--- src/rtl/vend_pkg.sv ---
// Shared types for the cup-dispenser arbiter: FSM states, item codes, registered command bundle.
// Latency: n/a (types only).
// Backpressure: n/a (types only).
package vend_pkg;

  typedef enum logic [1:0] {
    ST_IDLE     = 2'd0,
    ST_DISPENSE = 2'd1,
    ST_WAIT     = 2'd2,
    ST_FAULT    = 2'd3
  } state_t;

  localparam logic ITEM_TEA    = 1'b1;
  localparam logic ITEM_COFFEE = 1'b0;

  // Everything the arbiter pulses or drives toward panels and dispenser in one cycle.
  typedef struct packed {
    logic [1:0] gnt;
    logic [1:0] reject;
    logic       start;
    logic       item;
  } disp_cmd_t;

endpackage

--- src/rtl/vend_dispense_arbiter_rr_arb2.sv ---
// Two-way round-robin pick: on a tie the panel that was not served last wins.
// Latency: purely combinational, zero cycles.
// Backpressure: none; caller decides whether the pick is consumed.
module rr_arb2 (
  input  logic [1:0] eligible,
  input  logic       last,
  output logic [1:0] pick
);

  // One-hot pick; a tie alternates away from the last-served panel.
  always_comb begin
    pick = 2'b00;
    case (eligible)
      2'b01:   pick = 2'b01;
      2'b10:   pick = 2'b10;
      2'b11:   pick = last ? 2'b01 : 2'b10;
      default: pick = 2'b00;
    endcase
  end

endmodule

--- src/rtl/vend_dispense_arbiter.sv ---
// Shares one cup dispenser between two panels, tracks tea/coffee stock, rejects empty-item requests.
// Latency: req in IDLE -> gnt/disp_start next cycle; disp_done -> IDLE next cycle.
// Backpressure: req held by panel until gnt/reject; refill accepted only while load_ready (IDLE).
module vend_dispense_arbiter
  import vend_pkg::*;
#(
  parameter int STOCK_W      = 4,
  parameter int MAX_STOCK    = 15,
  parameter int DISP_TIMEOUT = 64
) (
  input  logic               clk,
  input  logic               rst,
  input  logic [1:0]         req,
  input  logic [1:0]         req_item,
  output logic [1:0]         gnt,
  output logic [1:0]         reject,
  output logic               disp_start,
  output logic               disp_item,
  input  logic               disp_done,
  input  logic               load_valid,
  input  logic               load_item,
  input  logic [STOCK_W-1:0] load_count,
  output logic               load_ready,
  output logic [STOCK_W-1:0] tea_stock,
  output logic [STOCK_W-1:0] coffee_stock,
  output logic               tea_empty,
  output logic               coffee_empty,
  output logic               busy,
  output logic               fault
);

  localparam int TW = $clog2(DISP_TIMEOUT + 1);
  localparam logic [STOCK_W-1:0] MAX_Q   = STOCK_W'(MAX_STOCK);
  localparam logic [TW-1:0]      TMO_END = TW'(DISP_TIMEOUT - 1);

  state_t             state, state_nxt;
  logic [STOCK_W-1:0] tea_q, tea_nxt;
  logic [STOCK_W-1:0] coffee_q, coffee_nxt;
  logic [TW-1:0]      timer_q, timer_nxt;
  logic               last_q, last_nxt;
  disp_cmd_t          cmd_q, cmd_nxt;

  logic [1:0]         stocked;
  logic [1:0]         eligible;
  logic [1:0]         pick;
  logic               win_item;
  logic [STOCK_W-1:0] load_base;
  logic [STOCK_W:0]   load_sum;
  logic [STOCK_W-1:0] load_sat;

  // Per-panel view of whether the requested item has at least one cup left.
  always_comb begin
    stocked[0] = (req_item[0] == ITEM_TEA) ? (tea_q != '0) : (coffee_q != '0);
    stocked[1] = (req_item[1] == ITEM_TEA) ? (tea_q != '0) : (coffee_q != '0);
    eligible   = req & stocked;
  end

  rr_arb2 u_arb (
    .eligible (eligible),
    .last     (last_q),
    .pick     (pick)
  );

  // Refill sum carries one extra bit so the clamp sees true overflow.
  always_comb begin
    load_base = (load_item == ITEM_TEA) ? tea_q : coffee_q;
    load_sum  = {1'b0, load_base} + {1'b0, load_count};
    load_sat  = (load_sum > {1'b0, MAX_Q}) ? MAX_Q : load_sum[STOCK_W-1:0];
    win_item  = pick[1] ? req_item[1] : req_item[0];
  end

  // Next-state, stock, timer and output-pulse decisions.
  always_comb begin
    state_nxt    = state;
    tea_nxt      = tea_q;
    coffee_nxt   = coffee_q;
    timer_nxt    = timer_q;
    last_nxt     = last_q;
    cmd_nxt      = '0;
    cmd_nxt.item = cmd_q.item;

    case (state)
      ST_IDLE: begin
        if (load_valid) begin
          // Refill takes the cycle; requests are looked at again next cycle.
          if (load_item == ITEM_TEA) tea_nxt = load_sat;
          else                       coffee_nxt = load_sat;
        end else begin
          // Rejects use pre-decrement stock, so a tie loser on the last cup waits one evaluation.
          cmd_nxt.reject = req & ~stocked;
          if (pick != 2'b00) begin
            cmd_nxt.gnt   = pick;
            cmd_nxt.start = 1'b1;
            cmd_nxt.item  = win_item;
            last_nxt      = pick[1];
            state_nxt     = ST_DISPENSE;
            if (win_item == ITEM_TEA) tea_nxt = tea_q - STOCK_W'(1);
            else                      coffee_nxt = coffee_q - STOCK_W'(1);
          end
        end
      end
      ST_DISPENSE: begin
        timer_nxt = '0;
        state_nxt = ST_WAIT;
      end
      ST_WAIT: begin
        if (disp_done)              state_nxt = ST_IDLE;
        else if (timer_q == TMO_END) state_nxt = ST_FAULT;
        else                        timer_nxt = timer_q + TW'(1);
      end
      ST_FAULT: begin
        state_nxt = ST_FAULT;
      end
      default: begin
        state_nxt = ST_IDLE;
      end
    endcase
  end

  // State and datapath registers; a reset mid-dispense simply drops the transaction.
  always_ff @(posedge clk) begin
    if (rst) begin
      state    <= ST_IDLE;
      tea_q    <= '0;
      coffee_q <= '0;
      timer_q  <= '0;
      last_q   <= 1'b1;
      cmd_q    <= '0;
    end else begin
      state    <= state_nxt;
      tea_q    <= tea_nxt;
      coffee_q <= coffee_nxt;
      timer_q  <= timer_nxt;
      last_q   <= last_nxt;
      cmd_q    <= cmd_nxt;
    end
  end

  // Output mapping: pulses are registered, status flags decode the current state.
  always_comb begin
    gnt          = cmd_q.gnt;
    reject       = cmd_q.reject;
    disp_start   = cmd_q.start;
    disp_item    = cmd_q.item;
    tea_stock    = tea_q;
    coffee_stock = coffee_q;
    tea_empty    = (tea_q == '0);
    coffee_empty = (coffee_q == '0);
    load_ready   = (state == ST_IDLE);
    busy         = (state != ST_IDLE);
    fault        = (state == ST_FAULT);
  end

endmodule

--- config.mk ---
export PLATFORM = sky130hd
export DESIGN_NAME = vend_dispense_arbiter
export DESIGN_NICKNAME = d
export VERILOG_FILES = /design/src/rtl/vend_pkg.sv /design/src/rtl/vend_dispense_arbiter_rr_arb2.sv /design/src/rtl/vend_dispense_arbiter.sv
export SDC_FILE = /design/constraint.sdc
export NUM_CORES = 1
export LEC_CHECK = 0
export ABC_AREA = 1
export CAP_MARGIN = 20
export CORE_UTILIZATION = 29
export DETAILED_ROUTE_END_ITERATION = 10
export SLEW_MARGIN = 10
export SYNTH_ARGS = -nofsm -noshare
export SYNTH_HDL_FRONTEND = slang
export SYNTH_HIERARCHICAL = 1
export SYNTH_SLANG_ARGS = --single-unit
export TNS_END_PERCENT = 1
--- constraint.sdc ---
create_clock -name clk -period 2 [get_ports clk]
set_clock_uncertainty 0.1 [all_clocks]
set_input_delay 0.6 -clock clk [delete_from_list [all_inputs] [get_ports clk]]
set_output_delay 0.6 -clock clk [all_outputs]
set_load 0.05 [all_outputs]
==> results.md <==
* Antenna cells at 0
* Io pins at 32
* Final count of pins violating max slew at 0
* Clk pin slew, worst setup/hold paths at 80 ps
* # Max-Cap Violations at 0
* Number of flops mapped to enable cells by yosys at 0
* Syn avg cell area at 6.49 um^2
* DRC at 0
* Placed cells at 368
* TritonCTS Sinks at 24
* Failing checks: setup timing
* HPWL Detailed at 3.14 mm
* Crit path kind: input pin to register
* Hold Buf Count CTS at 0
* Root buf cell: clkbuf_8
* Clk_lat worst skew at 270 ps
* Slew HR at 74.8%
* Setup crit end kind: register
* Synth async-reset ratio at 0%
* FF+latch count, synth at 24
* Synth top area cells: dfxtp_1 31%, nand2_1 16%, inv_1 8.0%, nor2_1 8.0%, a21oi_1 6.5%
* Yosys top cell area share at 31.0%
* Least-Margin Pin Slew at 374 ps
* Detailed Route Iter0 Violations at 48
* First-pass GRT wire length at 6.42 mm
* Fmax at 498 MHz
* Pre-CTS WS at -667 ps
* Core Region at 5140 um^2
* Unique masters post-synth at 29
* Global route overflow at 0
* Die ar. at 5640 um^2
* Seq/Total Area, Yosys at 31.0%
* Net count, final at 327
* Worst Slack Setup Final at -9.25 ps
* Vias post-DR at 1681
* Final period util at 100%
* Total Routing Usage GR at 15.1%
* Unrepaired setup endpoints after global routing: true
* Routed Antenna Nets at 0
* Die width at 75.1 um
* Top cell type by total area after synthesis: dfxtp_1
* Vias in the first global route at 1497
* R2R Setup Slk at 0 ps
* Syn_nets at 260
* Initial Util at 30.2%
* Area growth syn-to-layout at 56.3%
* Min Clock Period, post-route at 2010 ps
* Total CTS buffers at 3
* Yosys Warn Count at 6
* Largest net degree at the start of global routing at 14
* Max Buffers Root-to-Sink at 2
* Endpoints failing hold at 0
* Critical-path maximum fanout at 7
* Cell with the most instances after synthesis: nand2_1
* Worst Hold Class: register to register
* Worst Path Required at 2090 ps
* IO Port Bufs at 31
* Synth Flop Type: dfxtp_1
* Rows at 26
* Setup Viol. Count Final at 2
* P_leak at 1.14 nW
* Cells after Synth at 239
* Cell area after synthesis at 1550 um^2
* Layout cells sized above 1 at 38.0%
* Final WL at 3.91 mm
* Non-Filler Instances at 375
* Crit path DAT at 2100 ps
* Pwr Density at 1100 nW/um^2
* Routability cong. at 0.801
* Htree depth at 1
* IR drop worst, VDD at 0.513 mV
* Hold slack at 356 ps
* WL/cell at 10.4 um
* Drt pass-1 iters at 4
* Status: finished with violations
* Die height at 75.1 um
* CTS tree: built
* Vias/cell at 4.48
* Crit path launch type: input pin
* Initial antenna violation count at 0
* Post-synth top cells: 66 x nand2_1, 33 x inv_1, 33 x nor2_1
* Fin util at 47.1%
[stage by stage]
stage	area (um^2)	TNS [ps]	power, mW
2_1_floorplan	1630	-922	1.60
3_3_place_gp	2260	-6840	2.22
3_5_place_dp	2260	-7470	2.24
4_1_cts	2400	-17.8	2.66
5_1_grt	2420	-1310	2.85
6_report	2420	-10.7	2.66
[logic make-up after synthesis]
logic type	Yosys count	share of synthesized area [%]
fa+ha+maj	8	6.94
simple gates	127	36.2
xor+xnor	2	1.13
flops	24	31.0
compound gates	37	13.8
buf+inv	41	10.9
[placed cells by master, fill, tap and decap left out, types with 2 or more instances in the layout]
cell type / count
nor2_4: 5
nor2_2: 6
inv_4: 2
clkbuf_8: 3
o21ai_1: 2
xor2_1: 2
or2_2: 2
nand3_4: 2
dfxtp_2: 4
ha_4: 2
nand2_1: 59
buf_12: 6
o21ai_2: 3
a21oi_4: 2
dlygate4sd2_1: 2
o211ai_1: 2
clkdlybuf4s50_1: 9
a21oi_2: 2
nor3_1: 2
inv_2: 9
o21ai_0: 6
nor2_1: 25
nand2_4: 6
dfxtp_4: 4
buf_4: 48
nand2_2: 6
ha_1: 5
a21oi_1: 17
nand3_1: 12
inv_1: 26
dfxtp_1: 16
[registers in the layout, summed over array words and instances, names as in the netlist]
| name | flops |
|---|---|
| state | 2 |
| disp_item | 1 |
| coffee_stock | 4 |
| last_q | 1 |
| gnt | 2 |
| tea_stock | 4 |
| timer_q | 7 |
| disp_start | 1 |
| reject | 2 |
[where the power goes]
group	leakage (nW)	internal, mW	switching, mW	total (mW)
clock network	0.0228	0.142	0.158	0.300
logic	0.919	0.742	0.988	1.73
registers	0.200	0.564	0.0657	0.630
total	1.14	1.45	1.21	2.66
[layer usage]
metal | routed length [um] | vias up | GRT usage [%] | part of all wire, %
li1 | - | 884 | - | -
met1 | 1830 | 766 | 18.5 | 47
met2 | 1940 | 26 | 27.2 | 49
met3 | 116 | 5 | 2.81 | 3.0
met4 | 33 | 0 | 3.14 | 0.84
met5 | 0 | - | 0 | 0
[critical path, stage by stage]
cell           delay [ps]
dlygate4sd2_1         250
inv_1                 100
nand2_2                60
o21ai_2                60
inv_1                  60
nor2_2                130
inv_2                  60
a21oi_4               180
inv_2                  80
nand2_4                70
nand2_1                60
nand2_2                80
nand2_4                80
nand2_1                60
nand2_1                50
a21oi_2               110
[worst paths after layout]
kind                                           startpoint                      endpoint  cells past startpoint
worst max-delay path                          req_item[1]  coffee_stock[3]$_SDFFE_PP0P_                     16
worst min-delay path              timer_q[6]$_SDFFE_PP0P_       timer_q[6]$_SDFFE_PP0P_                      2
worst max register to register  tea_stock[1]$_SDFFE_PP0P_  coffee_stock[3]$_SDFFE_PP0P_                     17
worst min register to register    timer_q[6]$_SDFFE_PP0P_       timer_q[6]$_SDFFE_PP0P_                      2
[what timing repair did]
action,4_1_cts,5_1_grt
setup buffers,3,0
resized for setup,28,7
setup endpoints to repair,13,14
pin swaps,11,6
[layout make-up]
type	instances	area, um^2
inverters	37	144
flip-flops and latches	24	500
repair buffers	66	599
clock buffers	4	45.0
well taps	70	87.6
fillers	542	2720
multi-input cells	174	1050
No activity file was read; power rests on OpenSTA's default activity.
